$ cat src/rtl/ast_arb_pkg.sv
// Shared types, default widths and the round-robin pick helper for the Avalon-ST
// packet arbiter.
//   arb_state_t : arbiter FSM state (IDLE, BUSY)
//   rr_pick     : first set request scanning ptr, ptr+1, ... modulo n
package ast_arb_pkg;

  typedef enum logic {IDLE, BUSY} arb_state_t;

  localparam int unsigned DEF_DATA_WIDTH    = 64;
  localparam int unsigned DEF_CHANNEL_WIDTH = 10;
  localparam int unsigned DEF_TX_DIR        = 4;

  // Upper bound on the number of requesters rr_pick can scan.
  localparam int unsigned MAX_TX_DIR = 32;

  // Returns the index of the first request found starting at ptr and wrapping at n.
  // Returns 0 when no request is set; callers qualify with |req.
  function automatic int unsigned rr_pick(input logic [MAX_TX_DIR-1:0] req,
                                          input int unsigned           ptr,
                                          input int unsigned           n);
    int unsigned idx;
    int unsigned pick;
    logic        found;
    pick  = 0;
    found = 1'b0;
    for (int unsigned i = 0; i < MAX_TX_DIR; i++) begin
      if (i < n) begin
        idx = ptr + i;
        if (idx >= n) idx = idx - n;
        if (!found && req[idx[4:0]]) begin
          pick  = idx;
          found = 1'b1;
        end
      end
    end
    return pick;
  endfunction

endpackage

$ cat src/rtl/ast_packet_arbiter_rr.sv
// Combinational round-robin arbiter.
//   req    : one request bit per requester
//   ptr    : highest-priority requester this round
//   winner : index of the granted requester (valid only when found)
//   found  : at least one request is set
module rr_arbiter
  import ast_arb_pkg::*;
#(
  parameter int unsigned N         = 4,
  parameter int unsigned SEL_WIDTH = $clog2(N)
) (
  input  logic [N-1:0]         req,
  input  logic [SEL_WIDTH-1:0] ptr,
  output logic [SEL_WIDTH-1:0] winner,
  output logic                 found
);

  logic [MAX_TX_DIR-1:0] req_ext;

  always_comb begin
    req_ext        = '0;
    req_ext[N-1:0] = req;
    winner         = SEL_WIDTH'(rr_pick(req_ext, 32'(ptr), N));
    found          = |req;
  end

endmodule

$ cat src/rtl/ast_packet_arbiter.sv
// N-to-1 Avalon-ST packet arbiter. Grants one sink per packet in round-robin order
// and holds the grant from startofpacket to endofpacket, so packets never interleave.
// Ports:
//   clk, srst               : clock, asynchronous active-high reset
//   ast_*_i (per input k)   : sink streams, input k in slice k; ast_ready_o per input
//   ast_*_o, ast_ready_i    : merged source stream
//   ast_dir_o               : index of the granted input, stable for the whole packet
//   proto_err_o             : one-cycle pulse after a headless beat was dropped
module ast_packet_arbiter
  import ast_arb_pkg::*;
#(
  parameter int unsigned DATA_WIDTH    = DEF_DATA_WIDTH,
  parameter int unsigned EMPTY_WIDTH   = $clog2(DATA_WIDTH / 8),
  parameter int unsigned CHANNEL_WIDTH = DEF_CHANNEL_WIDTH,
  parameter int unsigned TX_DIR        = DEF_TX_DIR,
  parameter int unsigned DIR_SEL_WIDTH = $clog2(TX_DIR)
) (
  input  logic                              clk,
  input  logic                              srst,
  input  logic [TX_DIR*DATA_WIDTH-1:0]      ast_data_i,
  input  logic [TX_DIR-1:0]                 ast_startofpacket_i,
  input  logic [TX_DIR-1:0]                 ast_endofpacket_i,
  input  logic [TX_DIR-1:0]                 ast_valid_i,
  input  logic [TX_DIR*EMPTY_WIDTH-1:0]     ast_empty_i,
  input  logic [TX_DIR*CHANNEL_WIDTH-1:0]   ast_channel_i,
  output logic [TX_DIR-1:0]                 ast_ready_o,
  output logic [DATA_WIDTH-1:0]             ast_data_o,
  output logic                              ast_startofpacket_o,
  output logic                              ast_endofpacket_o,
  output logic                              ast_valid_o,
  output logic [EMPTY_WIDTH-1:0]            ast_empty_o,
  output logic [CHANNEL_WIDTH-1:0]          ast_channel_o,
  input  logic                              ast_ready_i,
  output logic [DIR_SEL_WIDTH-1:0]          ast_dir_o,
  output logic                              proto_err_o
);

  arb_state_t               state_q, state_d;
  logic [DIR_SEL_WIDTH-1:0] grant_q, grant_d;
  logic [DIR_SEL_WIDTH-1:0] rr_ptr_q, rr_ptr_d;
  logic                     proto_err_q, proto_err_d;

  logic [TX_DIR-1:0]        req;
  logic [TX_DIR-1:0]        headless;
  logic [DIR_SEL_WIDTH-1:0] winner;
  logic                     found;
  logic                     busy;
  logic                     eop_xfer;

  assign req      = ast_valid_i & ast_startofpacket_i;
  assign headless = ast_valid_i & ~ast_startofpacket_i;
  assign busy     = (state_q == BUSY);

  rr_arbiter #(
    .N         (TX_DIR),
    .SEL_WIDTH (DIR_SEL_WIDTH)
  ) u_rr_arbiter (
    .req    (req),
    .ptr    (rr_ptr_q),
    .winner (winner),
    .found  (found)
  );

  // Source side is always a mux of the granted input; valid is qualified by BUSY.
  always_comb begin
    ast_data_o          = ast_data_i[grant_q*DATA_WIDTH +: DATA_WIDTH];
    ast_empty_o         = ast_empty_i[grant_q*EMPTY_WIDTH +: EMPTY_WIDTH];
    ast_channel_o       = ast_channel_i[grant_q*CHANNEL_WIDTH +: CHANNEL_WIDTH];
    ast_startofpacket_o = ast_startofpacket_i[grant_q];
    ast_endofpacket_o   = ast_endofpacket_i[grant_q];
    ast_valid_o         = busy & ast_valid_i[grant_q];
    ast_dir_o           = grant_q;
    proto_err_o         = proto_err_q;
    eop_xfer            = busy & ast_valid_i[grant_q] & ast_ready_i & ast_endofpacket_i[grant_q];
  end

  // In IDLE every headless beat is accepted so it gets dropped instead of blocking
  // the input forever. Held at zero while reset is asserted.
  always_comb begin
    ast_ready_o = '0;
    if (!srst) begin
      if (busy) begin
        ast_ready_o[grant_q] = ast_ready_i;
      end else begin
        ast_ready_o = headless;
      end
    end
  end

  always_comb begin
    state_d     = state_q;
    grant_d     = grant_q;
    rr_ptr_d    = rr_ptr_q;
    proto_err_d = 1'b0;
    case (state_q)
      IDLE: begin
        proto_err_d = |headless;
        if (found) begin
          grant_d = winner;
          state_d = BUSY;
        end
      end
      BUSY: begin
        if (eop_xfer) begin
          // The input just served becomes lowest priority.
          rr_ptr_d = (grant_q == DIR_SEL_WIDTH'(TX_DIR - 1)) ? '0 : grant_q + 1'b1;
          state_d  = IDLE;
        end
      end
      default: state_d = IDLE;
    endcase
  end

  always_ff @(posedge clk or posedge srst) begin
    if (srst) begin
      state_q     <= IDLE;
      grant_q     <= '0;
      rr_ptr_q    <= '0;
      proto_err_q <= 1'b0;
    end else begin
      state_q     <= state_d;
      grant_q     <= grant_d;
      rr_ptr_q    <= rr_ptr_d;
      proto_err_q <= proto_err_d;
    end
  end

endmodule

$ cat config.mk
export PLATFORM = sky130hd
export DESIGN_NAME = ast_packet_arbiter
export DESIGN_NICKNAME = d
export VERILOG_FILES = /design/src/rtl/ast_arb_pkg.sv /design/src/rtl/ast_packet_arbiter_rr.sv /design/src/rtl/ast_packet_arbiter.sv
export SDC_FILE = /design/constraint.sdc
export NUM_CORES = 1
export LEC_CHECK = 0
export CAP_MARGIN = 20
export CELL_PAD_IN_SITES_DETAIL_PLACEMENT = 0
export CELL_PAD_IN_SITES_GLOBAL_PLACEMENT = 1
export CORE_AREA = 4 4 155 157
export CTS_CLUSTER_SIZE = 14
export DETAILED_ROUTE_END_ITERATION = 10
export DIE_AREA = 0 0 159 161
export PLACE_DENSITY = 0.68
export SYNTH_ARGS = -nofsm -noshare
export SYNTH_HDL_FRONTEND = slang
export SYNTH_SLANG_ARGS = --single-unit
$ cat constraint.sdc
create_clock -name clk -period 2.4 [get_ports clk]
set_input_delay 0.36 -clock clk [delete_from_list [all_inputs] [get_ports clk]]
set_output_delay 0.36 -clock clk [all_outputs]
set_load 0.02 [all_outputs]
==> results.cfg, run 1 <==
[timing]
drv_slew = 0
timing.final.crit_period_ps = 2340
setup_viol = 0
hold_viol = 0
clock_skew_ps = 3.00
timing.fmax_mhz = 428
rsz0062_at_grt = no
fin_crit_sh_pct = 97.5
worst_slew_pin_slew_ps = 410
final.setup.tns_ps = 0
maxSlewHeadroom_pct = 72.7

[clocking]
cts_root_buffer = clkbuf_16
cts_tree = yes
clkLatencyLatePin_ps = 230
cts_htree_levels = 1
cts-buffers-inserted = 3
postCtsSetupBuffers = 0
cts.clk_slew.worst_paths_ps = 30
clk_path_buf_depth = 2
postCtsHoldBufs = 0
cts.sinks = 6

[global_routing]
grt_first_pass_wirelength_mm = 30.7
antenna_found_initial = 2
grt_pass1_vias = 4092
grt_start_max_net_pins = 41
track_usage_pct = 15.9
grt_overflow = 0

[floorplan]
fp-row-count = 55
die_h_um = 161
coreArea_um2 = 22500
ios = 410
die_area_um2 = 25600
start_util_pct = 11.8
die_x_um = 159

[placement]
place_inst = 875
dp.final_hpwl_mm = 19.4
gp_congestion = 0.899
detailed_place.area_um2 = 7190
portBuffers = 409

[pwr]
p_clk_share_pct = 5.2
power_uw = 5290
p_sw_share_pct = 46.4
worst_ir_drop_vdd_v = 0.000382
internal_power_uw = 2830
p_sw_uw = 2450
power_density_nw_per_um2 = 734
p_leak_uw = 0.00265
seq_power_share_pct = 4.4
comb_power_share_pct = 90.4

[flow_run]
max-cap-violations = 0

[final_layout]
syn2layout_area_growth_pct = 172
fin_cells = 881
finalInstanceArea_um2 = 7210
nets = 924
drive_above_1_share_pct = 21.4
final_core_util_pct = 32.0

[logic_synthesis]
ys_async_sr_fraction_pct = 100
synth_top_area_share_pct = 68.9
synth.largest_area_cell = mux4_2
synth-edff-count = 0
yosysUniqueCellTypes = 39
synth_most_common_cell = mux4_2
synth_nets = 512
netlist_instances = 183
ys_top_cells_by_area = mux4_2 69%, dfrtp_1 5.7%, buf_6 3.0%, ha_1 2.8%, o211ai_1 1.7%
yosys_warnings = 0
synth.avg_cell_area_um2 = 14.5
synthesis.area_um2 = 2650
ys.flop_type = dfrtp_1
synth_seq_cells = 6
ys_seq_area_share_pct = 5.67
synthTopCellsByCount = 81 x mux4_2, 9 x nor2_1, 8 x clkbuf_1, 7 x buf_6, 7 x inv_1

[drt]
detail_route.wirelength_mm = 21.9
viasPerCell = 4.22
drt_iter0_markers = 192
routedWlPerCell_um = 24.9
antenna_left = 0
first_pass_iters = 4
vias = 3721
drc = 0

[critical_path]
critPathCaptureType = output pin
setup.worst_path.start_class = flip-flop
cp.arrival_ps = 1980
max_stage_delay_ps = 570
crit_fanout = 8
crit_type = reg -> out
cp_slowest_cell = clkdlybuf4s50_1
worstPathRequired_ps = 2040
crit_chain = buf_4 -> mux4_2 -> clkdlybuf4s50_1

[status]
status = completed

[hold_path]
hold_path_class = in -> async
-- per-layer routing --
layer / vias to the layer above / track usage (%) / wire (µm)
met1: 1867 / 20.3 / 8790
met2: 186 / 27.0 / 10900
met3: 10 / 5.38 / 1990
li1: 1658 / - / -
met4: 0 / 1.93 / 218
met5: - / 0 / 0
-- flip-flops by register name, indices dropped and copies added (netlist names) --
| signal | flops |
|---|---|
| ast_dir_o | 2 |
| rr_ptr_q | 2 |
| busy | 1 |
| proto_err_o | 1 |
-- repair_timing --
item	4_1_cts	5_1_grt
gates resized for setup	66	1
endpoints found under the setup margin	65	1
pin swaps	0	0
-- power groups by stage --
stage / Clock [µW] / Combinational [µW] / Sequential [µW]
floorplan: 0 / 2820 / 202
global placement: 0 / 5140 / 229
detailed placement: 0 / 5160 / 232
CTS: 276 / 4860 / 234
global route: 290 / 5050 / 243
finish: 273 / 4780 / 233
-- critical path, delay by kind of cell, from the launching register on --
kind | cells | cell delay, ps
buffers and inverters | 2 | 770
muxes | 1 | 530
DFF | 1 | 450
-- cells in the final DEF, fill, tap and decap left out, types with 2 or more instances in the layout --
cell             netlist  layout
o31ai_1                2       2
nand3_1                3       3
dlygate4sd2_1          0      65
diode_2                0       2
clkdlybuf4s50_1        0     332
mux4_2                81      81
o211ai_1               6       6
a22oi_1                2       2
o21ai_0                2       2
nand4_1                2       2
nand2_1                6       6
buf_4                  2      22
ha_1                   6       6
a31oi_1                5       5
clkbuf_16              0       3
buf_12                 0       8
dfrtp_1                6       4
nor2_1                 9       9
inv_1                  7       7
or2b_1                 2       2
nand2b_1               2       2
mux2_4                 2       2
dfrtp_4                0       2
-- kinds of logic after synthesis --
logic type,Yosys count,share of synthesized area [%]
mux,83,70.0
flops,6,5.67
compound gates,26,7.94
buf+inv,29,6.57
simple gates,33,6.99
fa+ha+maj,6,2.83
-- worst paths after layout --
path | depth (start not counted) | start | slack [ps] | endpoint
max reg2reg | 5 | ast_dir_o[0] | 510 | rr_ptr_q[0]
min in group clk | 2 | rr_ptr_q[1] | 660 | rr_ptr_q[1]
min reg2reg | 2 | rr_ptr_q[1] | 660 | rr_ptr_q[1]
max | 3 | ast_dir_o[0] | 60 | ast_endofpacket_o
min | 2 | srst | 510 | busy
max in group asynchronous | 2 | srst | 1680 | ast_dir_o[0]
-- stage by stage --
step,hold WS [ps],setup slack [ps]
floorplan,151,367
global placement,653,13.0
detailed placement,649,18.3
CTS,514,11.2
global route,551,5.59
finish,508,61.2
-- layout make-up --
type	instances	area (µm²)
fill	2271	15300
timing repair buffer	429	4260
multi-input combinational	148	2320
tap	285	357
sequential	6	158
clock buffer	4	78.8
inverter	7	26.3
antenna	2	5.00
(Power assumes the default switching activity.)
==> inputs of run 2 (changes only) <==
- SETUP_SLACK_MARGIN: default -> 0.02
==> results.cfg, run 2 (same netlist as run 1, synthesis figures left out) <==
[hold_path]
hold_path_class = in -> async

[drt]
viasPerCell = 4.23
first_pass_iters = 4
antenna_left = 0
routedWlPerCell_um = 24.9
detail_route.wirelength_mm = 21.9
vias = 3723
drc = 0
drt_iter0_markers = 190

[global_routing]
grt_overflow = 0
grt_first_pass_wirelength_mm = 30.7
antenna_found_initial = 2
use_met2_pct = 27.0
grt_start_max_net_pins = 41
globalRouteMet3Util_pct = 5.38
track_usage_pct = 15.9
busiest_layer = met2
grt_pass1_vias = 4092
use_met1_pct = 20.3

[final_layout]
finalInstanceArea_um2 = 7210
nets = 924
nFillCells = 2269
syn2layout_area_growth_pct = 172
fin_cells = 881
final_common_cell = clkdlybuf4s50_1
layout_common_cells = 329 x clkdlybuf4s50_1, 81 x mux4_2, 66 x dlygate4sd2_1, 22 x buf_4, 9 x nor2_1
drive_above_1_share_pct = 21.4

[timing]
timing.fmax_mhz = 435
setup_ws_ps = 101
rsz0062_at_grt = no
hold_viol = 0
fin_crit_sh_pct = 95.8
maxSlewHeadroom_pct = 72.7
drv_slew = 0
timing.final.crit_period_ps = 2300
worst_slew_pin_slew_ps = 409
setup_viol = 0
final.setup.tns_ps = 0
clock_skew_ps = 2.98

[flow_run]
max-cap-violations = 0

[critical_path]
setup.worst_path.start_class = flip-flop
cp_slowest_cell = clkdlybuf4s50_1
crit_start = ast_dir_o[1]
max_stage_delay_ps = 550
crit_fanout = 40
crit_type = reg -> out
r2r_start = ast_dir_o[0]
worstPathRequired_ps = 2040
crit_chain = buf_12 -> mux4_2 -> clkdlybuf4s50_1
critPathCaptureType = output pin
cp.arrival_ps = 1940

[clocking]
cts-buffers-inserted = 3
postCtsHoldBufs = 0
cts_tree = yes
cts.sinks = 6
clkLatencyLatePin_ps = 230
cts_htree_levels = 1
cts.clk_slew.worst_paths_ps = 30
cts_root_buffer = clkbuf_16
clk_path_buf_depth = 2

[status]
status = completed

[placement]
gp_congestion = 0.899
preCtsSetupSlack_ps = 18.3
dp.final_hpwl_mm = 19.4
portBuffers = 409
place_inst = 875
detailed_place.area_um2 = 7190

[pwr]
power_density_nw_per_um2 = 732
worst_ir_drop_vdd_v = 0.000381
power_uw = 5280
p_leak_uw = 0.00266

[floorplan]
fp-row-count = 55
die_area_um2 = 25600
ios = 410
start_util_pct = 11.8
die_x_um = 159
coreArea_um2 = 22500
die_h_um = 161
-- run 2: routing by layer --
| metal | vias to the layer above | wire [µm] |
|---|---|---|
| met1 | 1871 | 8860 |
| met5 | - | 0 |
| li1 | 1658 | - |
| met3 | 10 | 1920 |
| met2 | 184 | 10900 |
| met4 | 0 | 218 |
-- run 2: final cells by class --
| class | count | area, µm² | share of cell area, % |
|---|---|---|---|
| inverters | 7 | 26.3 | 0.364 |
| clock buffers | 4 | 78.8 | 1.09 |
| multi-input cells | 148 | 2320 | 32.2 |
| well taps | 285 | 357 | 4.95 |
| diodes | 2 | 5.00 | 0.0694 |
| flip-flops and latches | 6 | 158 | 2.19 |
| repair buffers | 429 | 4260 | 59.1 |
-- run 2: worst paths after layout --
kind,endpoint,slack (ps),depth (start not counted)
setup / recovery,ast_data_o[8],100,3
hold / removal,busy,510,2
setup reg to reg,rr_ptr_q[0],510,5
hold reg to reg,rr_ptr_q[1],660,2
max in group asynchronous,ast_dir_o[0],1680,2
min in group clk,rr_ptr_q[1],660,2
-- run 2: power by group --
| group | internal [µW] | switching [µW] |
|---|---|---|
| logic | 2460 | 2320 |
| clock network | 220 | 52.9 |
| registers | 152 | 80.6 |
-- run 2: critical path: cells and delay by family (launching register included) --
family,cells,cell delay [ps]
buffers and inverters,2,810
flip-flops,1,520
multiplexers,1,350
-- run 2: stage by stage --
stage                     util [%]  hold slack, ps
after floorplan                  -             151
after global placement        32.0             653
after detailed placement      32.0             649
after CTS                     32.0             514
after global routing          32.0             551
final                         32.0             510
-- run 2: what timing repair did --
action | 4_1_cts | 5_1_grt
endpoints found under the setup margin | 66 | 3
hold endpoints to repair | 0 | 0
gates resized for setup | 67 | 3
setup buffers | 0 | 0
